File: src/rtl/function_codes_pkg.sv
// Shared instruction function codes and execute-stage sequencing types.
package function_codes_pkg;

    // {funct7, funct3} for the OP/OP-IMM integer group
    typedef enum logic [9:0] {
        ADD  = 10'h000,
        SLL  = 10'h001,
        SLT  = 10'h002,
        SLTU = 10'h003,
        XOR  = 10'h004,
        SRL  = 10'h005,
        OR   = 10'h006,
        AND  = 10'h007,
        SUB  = 10'h100,
        SRA  = 10'h105
    } funct7_func3_t;

    typedef enum logic [2:0] {
        BEQ  = 3'b000,
        BNE  = 3'b001,
        BLT  = 3'b100,
        BGE  = 3'b101,
        BLTU = 3'b110,
        BGEU = 3'b111
    } branch_func3_t;

    typedef enum logic [1:0] {
        IDLE,
        SHIFT,
        HOLD
    } alu_seq_state_t;

    typedef enum logic [1:0] {
        SH_LL,
        SH_RL,
        SH_RA
    } shift_kind_t;

    localparam int unsigned SHAMT_W = $clog2(32);

endpackage

File: src/rtl/branch_compare.sv
// Combinational branch condition evaluation with illegal-code detection.
module branch_compare
    import function_codes_pkg::*;
#(
    parameter int unsigned XLEN = 32
) (
    input  logic [XLEN-1:0] a,
    input  logic [XLEN-1:0] b,
    input  branch_func3_t   funct,
    output logic            taken,
    output logic            illegal
);

    logic eq;
    logic lt_s;
    logic lt_u;

    assign eq   = (a == b);
    assign lt_s = ($signed(a) < $signed(b));
    assign lt_u = (a < b);

    always_comb begin
        taken   = 1'b0;
        illegal = 1'b0;
        case (funct)
            BEQ:     taken = eq;
            BNE:     taken = !eq;
            BLT:     taken = lt_s;
            BGE:     taken = !lt_s;
            BLTU:    taken = lt_u;
            BGEU:    taken = !lt_u;
            default: illegal = 1'b1;
        endcase
    end

endmodule

File: src/rtl/iterative_alu_ctrl.sv
// Execute-stage ALU sequencer: single-cycle logic/arith/compare, iterative shifts,
// results held on a valid/ready output until consumed.
module iterative_alu_ctrl
    import function_codes_pkg::*;
#(
    parameter int unsigned XLEN       = 32,
    parameter int unsigned SHIFT_STEP = 1
) (
    input  logic            clk,
    input  logic            rst,
    input  logic            in_valid,
    output logic            in_ready,
    input  logic            in_is_branch,
    input  logic [9:0]      in_funct,
    input  logic [2:0]      in_branch_funct,
    input  logic [XLEN-1:0] in_a,
    input  logic [XLEN-1:0] in_b,
    output logic            out_valid,
    input  logic            out_ready,
    output logic [XLEN-1:0] out_result,
    output logic            out_taken,
    output logic            out_illegal,
    output logic            busy
);

    localparam int unsigned SHW = $clog2(XLEN);
    // One extra bit so SHIFT_STEP == XLEN is representable
    localparam logic [SHW:0] STEP = (SHW + 1)'(SHIFT_STEP);

    alu_seq_state_t state_q, state_d;
    logic [XLEN-1:0] a_q, a_d;
    logic [SHW-1:0]  rem_q, rem_d;
    shift_kind_t     kind_q, kind_d;
    logic            sign_q, sign_d;
    logic [XLEN-1:0] res_q, res_d;
    logic            taken_q, taken_d;
    logic            ill_q, ill_d;

    funct7_func3_t   funct;
    logic [XLEN-1:0] alu_res;
    logic            alu_ill;
    logic            is_shift;
    shift_kind_t     acc_kind;
    logic            br_taken;
    logic            br_ill;
    logic            accept;

    logic [SHW:0]    step;
    logic [XLEN-1:0] shifted;
    logic [SHW-1:0]  rem_next;

    assign funct  = funct7_func3_t'(in_funct);
    assign accept = in_valid && in_ready;

    branch_compare #(
        .XLEN(XLEN)
    ) u_branch_compare (
        .a      (in_a),
        .b      (in_b),
        .funct  (branch_func3_t'(in_branch_funct)),
        .taken  (br_taken),
        .illegal(br_ill)
    );

    always_comb begin
        alu_res  = '0;
        alu_ill  = 1'b0;
        is_shift = 1'b0;
        acc_kind = SH_LL;
        case (funct)
            ADD:  alu_res = in_a + in_b;
            SUB:  alu_res = in_a - in_b;
            AND:  alu_res = in_a & in_b;
            OR:   alu_res = in_a | in_b;
            XOR:  alu_res = in_a ^ in_b;
            SLT:  alu_res = {{(XLEN-1){1'b0}}, ($signed(in_a) < $signed(in_b))};
            SLTU: alu_res = {{(XLEN-1){1'b0}}, (in_a < in_b)};
            SLL: begin
                is_shift = 1'b1;
                acc_kind = SH_LL;
            end
            SRL: begin
                is_shift = 1'b1;
                acc_kind = SH_RL;
            end
            SRA: begin
                is_shift = 1'b1;
                acc_kind = SH_RA;
            end
            default: alu_ill = 1'b1;
        endcase
    end

    // step = min(SHIFT_STEP, remaining), so the last iteration never overshoots
    always_comb begin
        step = ({1'b0, rem_q} < STEP) ? {1'b0, rem_q} : STEP;
        rem_next = rem_q - step[SHW-1:0];
        case (kind_q)
            SH_LL:   shifted = a_q << step;
            SH_RL:   shifted = a_q >> step;
            SH_RA:   shifted = (a_q >> step) | (sign_q ? ~({XLEN{1'b1}} >> step) : '0);
            default: shifted = a_q;
        endcase
    end

    always_comb begin
        state_d = state_q;
        a_d     = a_q;
        rem_d   = rem_q;
        kind_d  = kind_q;
        sign_d  = sign_q;
        res_d   = res_q;
        taken_d = taken_q;
        ill_d   = ill_q;
        case (state_q)
            IDLE: begin
                if (accept) begin
                    state_d = HOLD;
                    res_d   = '0;
                    taken_d = 1'b0;
                    ill_d   = 1'b0;
                    if (in_is_branch) begin
                        taken_d = br_taken;
                        ill_d   = br_ill;
                    end else if (alu_ill) begin
                        ill_d = 1'b1;
                    end else if (is_shift) begin
                        a_d    = in_a;
                        rem_d  = in_b[SHW-1:0];
                        kind_d = acc_kind;
                        sign_d = in_a[XLEN-1];
                        if (in_b[SHW-1:0] == '0) begin
                            res_d = in_a;
                        end else begin
                            state_d = SHIFT;
                        end
                    end else begin
                        res_d = alu_res;
                    end
                end
            end
            SHIFT: begin
                a_d   = shifted;
                rem_d = rem_next;
                if (rem_next == '0) begin
                    res_d   = shifted;
                    state_d = HOLD;
                end
            end
            HOLD: begin
                if (out_ready) begin
                    state_d = IDLE;
                end
            end
            default: state_d = IDLE;
        endcase
    end

    always_ff @(posedge clk or posedge rst) begin
        if (rst) begin
            state_q <= IDLE;
            a_q     <= '0;
            rem_q   <= '0;
            kind_q  <= SH_LL;
            sign_q  <= 1'b0;
            res_q   <= '0;
            taken_q <= 1'b0;
            ill_q   <= 1'b0;
        end else begin
            state_q <= state_d;
            a_q     <= a_d;
            rem_q   <= rem_d;
            kind_q  <= kind_d;
            sign_q  <= sign_d;
            res_q   <= res_d;
            taken_q <= taken_d;
            ill_q   <= ill_d;
        end
    end

    assign in_ready    = (state_q == IDLE) && !rst;
    assign out_valid   = (state_q == HOLD);
    assign busy        = (state_q != IDLE);
    assign out_result  = res_q;
    assign out_taken   = taken_q;
    assign out_illegal = ill_q;

endmodule
File: config.mk
export PLATFORM = sky130hd
export DESIGN_NAME = iterative_alu_ctrl
export DESIGN_NICKNAME = d
export VERILOG_FILES = /design/src/rtl/function_codes_pkg.sv /design/src/rtl/branch_compare.sv /design/src/rtl/iterative_alu_ctrl.sv
export SDC_FILE = /design/constraint.sdc
export NUM_CORES = 1
export LEC_CHECK = 0
export ABC_AREA = 0
export BUFFER_PORTS_ARGS = -buffer_cell sky130_fd_sc_hd__buf_2
export CAP_MARGIN = 20
export CORE_AREA = 2 2 153 155
export CTS_CLUSTER_DIAMETER = 60
export DETAILED_ROUTE_END_ITERATION = 6
export DIE_AREA = 0 0 155 157
export MAX_ROUTING_LAYER = met4
export PLACE_DENSITY = 0.78
export SKIP_LAST_GASP = 1
export SYNTH_ARGS = -nofsm -noshare
export SYNTH_HDL_FRONTEND = slang
export SYNTH_SLANG_ARGS = --single-unit
File: constraint.sdc
create_clock -name clk -period 2.5 [get_ports clk]
set_input_delay 0.125 -clock clk [delete_from_list [all_inputs] [get_ports clk]]
set_output_delay 0.125 -clock clk [all_outputs]
set_load 0.03 [all_outputs]
==> flow_summary.toml, run 1 <==
[run_status]
status = "complete, but fails checks"
violations = "setup timing"

[sta]
finalMaxSlewViolations = 0
max_freq_mhz = 396
final.setup.worst_slack_ns = -0.0237
finalCriticalPeriod_ns = 2.52
worstMarginPinSlew_ns = 0.844
skew_ns = 0.00929
hold_viol_final = 0
slew_headroom_pct = 43.7
holdWs_ns = 0.159
rsz0062_at_grt = "yes"
fin_crit_sh_pct = 101
finalSetupViolations = 1

[power_and_ir_drop]
irDropWorstVdd_v = 0.000286
pwr_density_cell_mw_per_mm2 = 352
p_leak_uw = 0.00672
finalPower_uw = 5110

[routing]
wirelength_um = 46100
firstDrtPassIters = 6
drcViolationCount = 0
detail_route.wl_per_cell_um = 22.0
num_vias = 13100
antenna_left = 0
drt_iter0_markers = 1811
viasPerCell = 6.27

[flow_run]
cap_violations = 0

[setup_path]
crit_arrival_ns = 2.75
cp-start-kind = "input pin"
critPathLaunch = "in_a[4]"
crit_type = "in -> reg"
rrSetupSlack_ns = 0.02
crit_fanout = 7
critical_path_required_ns = 2.73
r2r_start = "rem_q[1]"
worstReg2RegEnd = "out_result[24]"
cp-endpoint = "out_result[31]"
end_kind = "register"
ff2ff_path_depth = 11

[cells_and_area]
final_cells = 2091
drive_above_1_share_pct = 34.6
fin_util_pct = 64.4
fillers = 1971
n_antenna_cell = 0
syn_to_final_growth_pct = 41.9
nets = 1999

[clock_network]
root_buffer = "clkbuf_16"
cts.sinks = 76
numCtsBuffers = 9
cts_buffer_depth = 2
clk_latency_ns = 0.35
htreeDepth = 3
cts_tree = "yes"
cts.clk_slew.worst_paths_ns = 0.07

[logic_synthesis]
syn_nets = 1607
syn_area_per_cell_um2 = 7.25
synth_area_leader_cell = "dfrtp_1"
yosysMostFrequentCell = "a21oi_1"
synthTopCellsByArea = "dfrtp_1, ha_1, a21oi_1, o21ai_0, nor2_1"
syn_area_mm2 = 0.0102
async_reset_ff_share_pct = 100
ys_seq_area_share_pct = 18.6
synth_cells = 1409
synth_seq_cells = 76
yosys_warnings = 0
synth_ff_type = "dfrtp_1"
synth_top_cell_area_share_pct = 18.6
ys_top_cells_by_count = "a21oi_1, nor2_1, o21ai_0"
synth-edff-count = 0
synth.distinct_cells = 94

[global_routing]
grt_pass1_vias = 11900
track_usage_pct = 37.2
grt_max_degree = 59
grt_pass1_wl_um = 68200
overflow = 0
grt_antenna_before_repair = 0

[floorplan]
dieWidth_um = 155
ios = 119
initial_core_util_pct = 45.4
dieArea_mm2 = 0.0243
core_area_mm2 = 0.0225
fp.dieH_um = 157
rows = 55

[min_path]
hold_path_class = "in -> reg"

[placed_design]
portBuffers = 118
gp_congestion = 1.02
hpwl_um = 36600
post-place-ws_ns = -0.459
dp_cells = 2062
## cell families (layout without fill, tap and decap cells)
| kind of cell | count (synthesis) | after routing | synth area share, % |
|---|---|---|---|
| xor gates and xnor gates | 29 | 29 | 2.48 |
| muxes | 3 | 3 | 0.306 |
| AOI/OAI and AO/OA | 572 | 572 | 36.4 |
| DFF | 76 | 76 | 18.6 |
| and+or+nand+nor | 413 | 413 | 19.9 |
| buffers and inverters | 200 | 597 | 7.96 |
| adders and majority gates | 116 | 116 | 14.3 |
## state kept, by name, summed over array words and instances (netlist names)
name and cells:
state_q 2, a_q 32, kind_q 2, rem_q 5, out_result 32, out_illegal 1, out_taken 1, sign_q 1
## power by group
group / switching [µW] / leakage [µW] / internal [µW]
combinational: 1370 / 0.00568 / 1050
sequential: 83.3 / 0.000902 / 1310
clock: 590 / 0.000131 / 708
total: 2040 / 0.00672 / 3070
## repair_timing
action | 4_1_cts | 5_1_grt
setup buffers | 0 | 11
hold endpoints to repair | 38 | 0
gates cloned | 0 | 1
endpoints found under the setup margin | 20 | 34
pin swaps | 4 | 36
gates resized for setup | 21 | 101
hold buffers | 1 | 0
## through the flow
| step | TNS, ns | area, µm² |
|---|---|---|
| after global placement | -6.99 | 13500 |
| after detailed placement | -8.04 | 13500 |
| after CTS | -0.0511 | 13900 |
| final | -0.0237 | 14500 |
| after floorplan | -0.0131 | 10300 |
| after global routing | -0.595 | 14500 |
## how the worst min path moves through the flow
stage                     cells past startpoint          to  startpoint
final                                         4  state_q[1]   out_ready
after global routing                          3      sign_q    in_a[31]
after CTS                                     4  state_q[1]   out_ready
after detailed placement                      2   out_taken         rst
after global placement                        2   out_taken         rst
after floorplan                               2    rem_q[1]     in_b[1]
## cell type report
class / instances / area (µm²) / area share, %
clock buffer: 10 / 239 / 1.65
tap: 285 / 357 / 2.46
sequential: 76 / 1900 / 13.1
clock inverter: 6 / 48.8 / 0.336
multi-input combinational: 1133 / 8080 / 55.7
inverter: 100 / 377 / 2.60
timing repair buffer: 481 / 3500 / 24.1
## cells in the final DEF, fill, tap and decap left out, types with 6 or more instances in the layout
| cell | count |
|---|---|
| a211oi_1 | 13 |
| a21o_1 | 13 |
| a21oi_1 | 171 |
| a221oi_1 | 14 |
| a221oi_2 | 11 |
| a22oi_1 | 7 |
| a31oi_1 | 7 |
| and3_1 | 11 |
| buf_12 | 9 |
| buf_2 | 115 |
| buf_4 | 346 |
| buf_6 | 7 |
| clkbuf_16 | 10 |
| dfrtp_1 | 76 |
| ha_1 | 102 |
| ha_4 | 9 |
| inv_1 | 91 |
| inv_2 | 7 |
| nand2_1 | 84 |
| nand2b_1 | 17 |
| nand3_1 | 15 |
| nand4_1 | 10 |
| nor2_1 | 154 |
| nor2b_1 | 16 |
| nor3_1 | 29 |
| nor4_1 | 7 |
| o211ai_1 | 19 |
| o21a_1 | 11 |
| o21ai_0 | 125 |
| o21ai_1 | 13 |
| o21bai_1 | 9 |
| o221ai_1 | 9 |
| o22ai_1 | 26 |
| o31ai_1 | 24 |
| or3_1 | 6 |
| xnor2_1 | 23 |
| xor2_1 | 6 |
## critical path: stages
cell and delay, ns:
buf_2 0.10, inv_1 0.10, ha_4 0.24, nor2_4 0.15, buf_12 0.12, o311ai_4 0.11
a2111oi_4 0.45, o21a_2 0.24, a41oi_4 0.19, o311a_1 0.40, o21a_1 0.21, a211oi_2 0.22
o21ai_1 0.08
## routing by layer
metal	GRT usage [%]	up-vias	share of wire, %
met3	6.80	107	12
met4	9.04	0	2.5
li1	-	5924	-
met2	55.9	858	44
met1	51.8	6216	42
met5	-	-	0
Power figures use the tool's default switching activity.
==> inputs of run 2 (changes only) <==
--- a/config.mk
+++ b/config.mk
@@ -8,10 +8,10 @@
 export ABC_AREA = 0
 export BUFFER_PORTS_ARGS = -buffer_cell sky130_fd_sc_hd__buf_2
 export CAP_MARGIN = 20
-export CORE_AREA = 2 2 153 155
+export CORE_AREA = 2 2 125 188
 export CTS_CLUSTER_DIAMETER = 60
 export DETAILED_ROUTE_END_ITERATION = 6
-export DIE_AREA = 0 0 155 157
+export DIE_AREA = 0 0 127 190
 export MAX_ROUTING_LAYER = met4
 export PLACE_DENSITY = 0.78
 export SKIP_LAST_GASP = 1
==> flow_summary.toml, run 2 (synthesized netlist as in run 1, its figures left out) <==
[sta]
slew_headroom_pct = 38.9
finalCriticalPeriod_ns = 2.54
holdWs_ns = 0.123
skew_ns = 0.00692
fin_crit_sh_pct = 101
rsz0062_at_grt = "yes"
final.setup.worst_slack_ns = -0.0368
finalSetupViolations = 1
worstMarginPinSlew_ns = 0.915
finalMaxSlewViolations = 0
hold_viol_final = 0
max_freq_mhz = 394

[global_routing]
grt_max_degree = 47
overflow = 0
grt_pass1_vias = 12500
track_usage_pct = 37.8
grt_pass1_wl_um = 69200
grt_antenna_before_repair = 0

[placed_design]
gp_congestion = 1.13
dp_cells = 2054
portBuffers = 118
hpwl_um = 36400

[floorplan]
fp.dieH_um = 190
ios = 119
dieWidth_um = 127
rows = 68
initial_core_util_pct = 45.2
core_area_mm2 = 0.0226
dieArea_mm2 = 0.0241

[cells_and_area]
n_antenna_cell = 0
syn_to_final_growth_pct = 44.6
final_cell_mix = "buf_4, a21oi_1, nor2_1"
drive_above_1_share_pct = 36.2
final_common_cell = "buf_4"
nets = 2013
final_cells = 2099
fin_util_pct = 65.3

[routing]
drcViolationCount = 0
detail_route.wl_per_cell_um = 21.9
wirelength_um = 46000
drt_iter0_markers = 1464
viasPerCell = 6.21
firstDrtPassIters = 6
antenna_left = 0
num_vias = 13000

[setup_path]
rrSetupSlack_ns = -0.04
critPathLaunch = "rem_q[2]"
crit_type = "reg -> reg"
cp-start-kind = "register"
end_kind = "register"
ff2ff_path_depth = 9
crit_arrival_ns = 2.77
critical_path_required_ns = 2.74
crit_fanout = 3
cp-endpoint = "out_result[24]"
worstReg2RegEnd = "out_result[24]"
r2r_start = "rem_q[2]"

[clock_network]
cts.sinks = 76
cts_tree = "yes"
numCtsBuffers = 9
cts.clk_slew.worst_paths_ns = 0.06
root_buffer = "clkbuf_16"
htreeDepth = 3
clk_latency_ns = 0.35
cts_buffer_depth = 2

[min_path]
hold_path_class = "in -> reg"
min_from = "in_branch_funct[2]"

[power_and_ir_drop]
irDropWorstVdd_v = 0.000284
pwr_density_cell_mw_per_mm2 = 358
finalPower_uw = 5290
p_leak_uw = 0.00678

[flow_run]
cap_violations = 0

[run_status]
violations = "setup timing"
status = "complete, but fails checks"
## run 2: cell count changes in the layout (fill, tap and decap cells not counted), sizes merged
| cell | before | now |
|---|---|---|
| buf | 479 | 494 |
| bufinv | 0 | 1 |
| clkbuf | 11 | 14 |
| clkinv | 4 | 2 |
| clkinvlp | 3 | 0 |
| inv | 99 | 98 |
## run 2: power by group
group          internal (µW)  switching [µW]
Clock                    851             524
Combinational           1120            1400
Sequential              1310            80.6
## run 2: routing by layer
layer | track usage, % | up-vias | part of all wire (%)
met3 | 5.46 | 181 | 8.4
met1 | 45.4 | 6180 | 39
li1 | - | 5960 | -
met5 | - | - | 0
met2 | 61.1 | 722 | 47
met4 | 20.4 | 0 | 5.7
## run 2: critical path, cell delays in order (launching register included)
cell and delay, ns:
dfrtp_1 0.37, or3_4 0.42, or3_4 0.39, o221ai_2 0.20, nor3b_1 0.08, buf_4 0.15, a2111oi_2 0.28, nand2_1 0.09
a221o_1 0.26, and3_1 0.17
## run 2: layout make-up
type                       count  area [µm²]
fill                        1985        7850
multi-input combinational   1133        8280
clock inverter                 1        30.0
sequential                    76        1900
tap                          280         350
timing repair buffer         495        3560
inverter                     100         382
clock buffer                  14         274
## run 2: through the flow
step,TNS (ns),worst slack [ns],area [µm²]
global placement,-8.85,-0.544,13400
CTS,-0.0595,-0.0237,14000
global route,-0.502,-0.111,14800
floorplan,-0.0131,-0.0131,10300
finish,-0.0368,-0.0368,14800
detailed placement,-9.59,-0.593,13400
## run 2: repair_timing
action                                  CTS  global route
pin swaps                                21            46
resized for setup                        40           120
gates cloned                              0             1
hold endpoints to repair                 35             0
buffers inserted                          5            25
endpoints found under the setup margin   22            31
hold buffers                              1             0
## run 2: worst min path at each step
stage | endpoint | slack, ns | cells past startpoint
after floorplan | rem_q[1] | 0.27 | 2
after CTS | out_taken | 0.12 | 3
after detailed placement | out_illegal | 0.26 | 2
final | out_taken | 0.12 | 3
after global placement | kind_q[0] | 0.25 | 2
after global routing | out_taken | 0.15 | 3
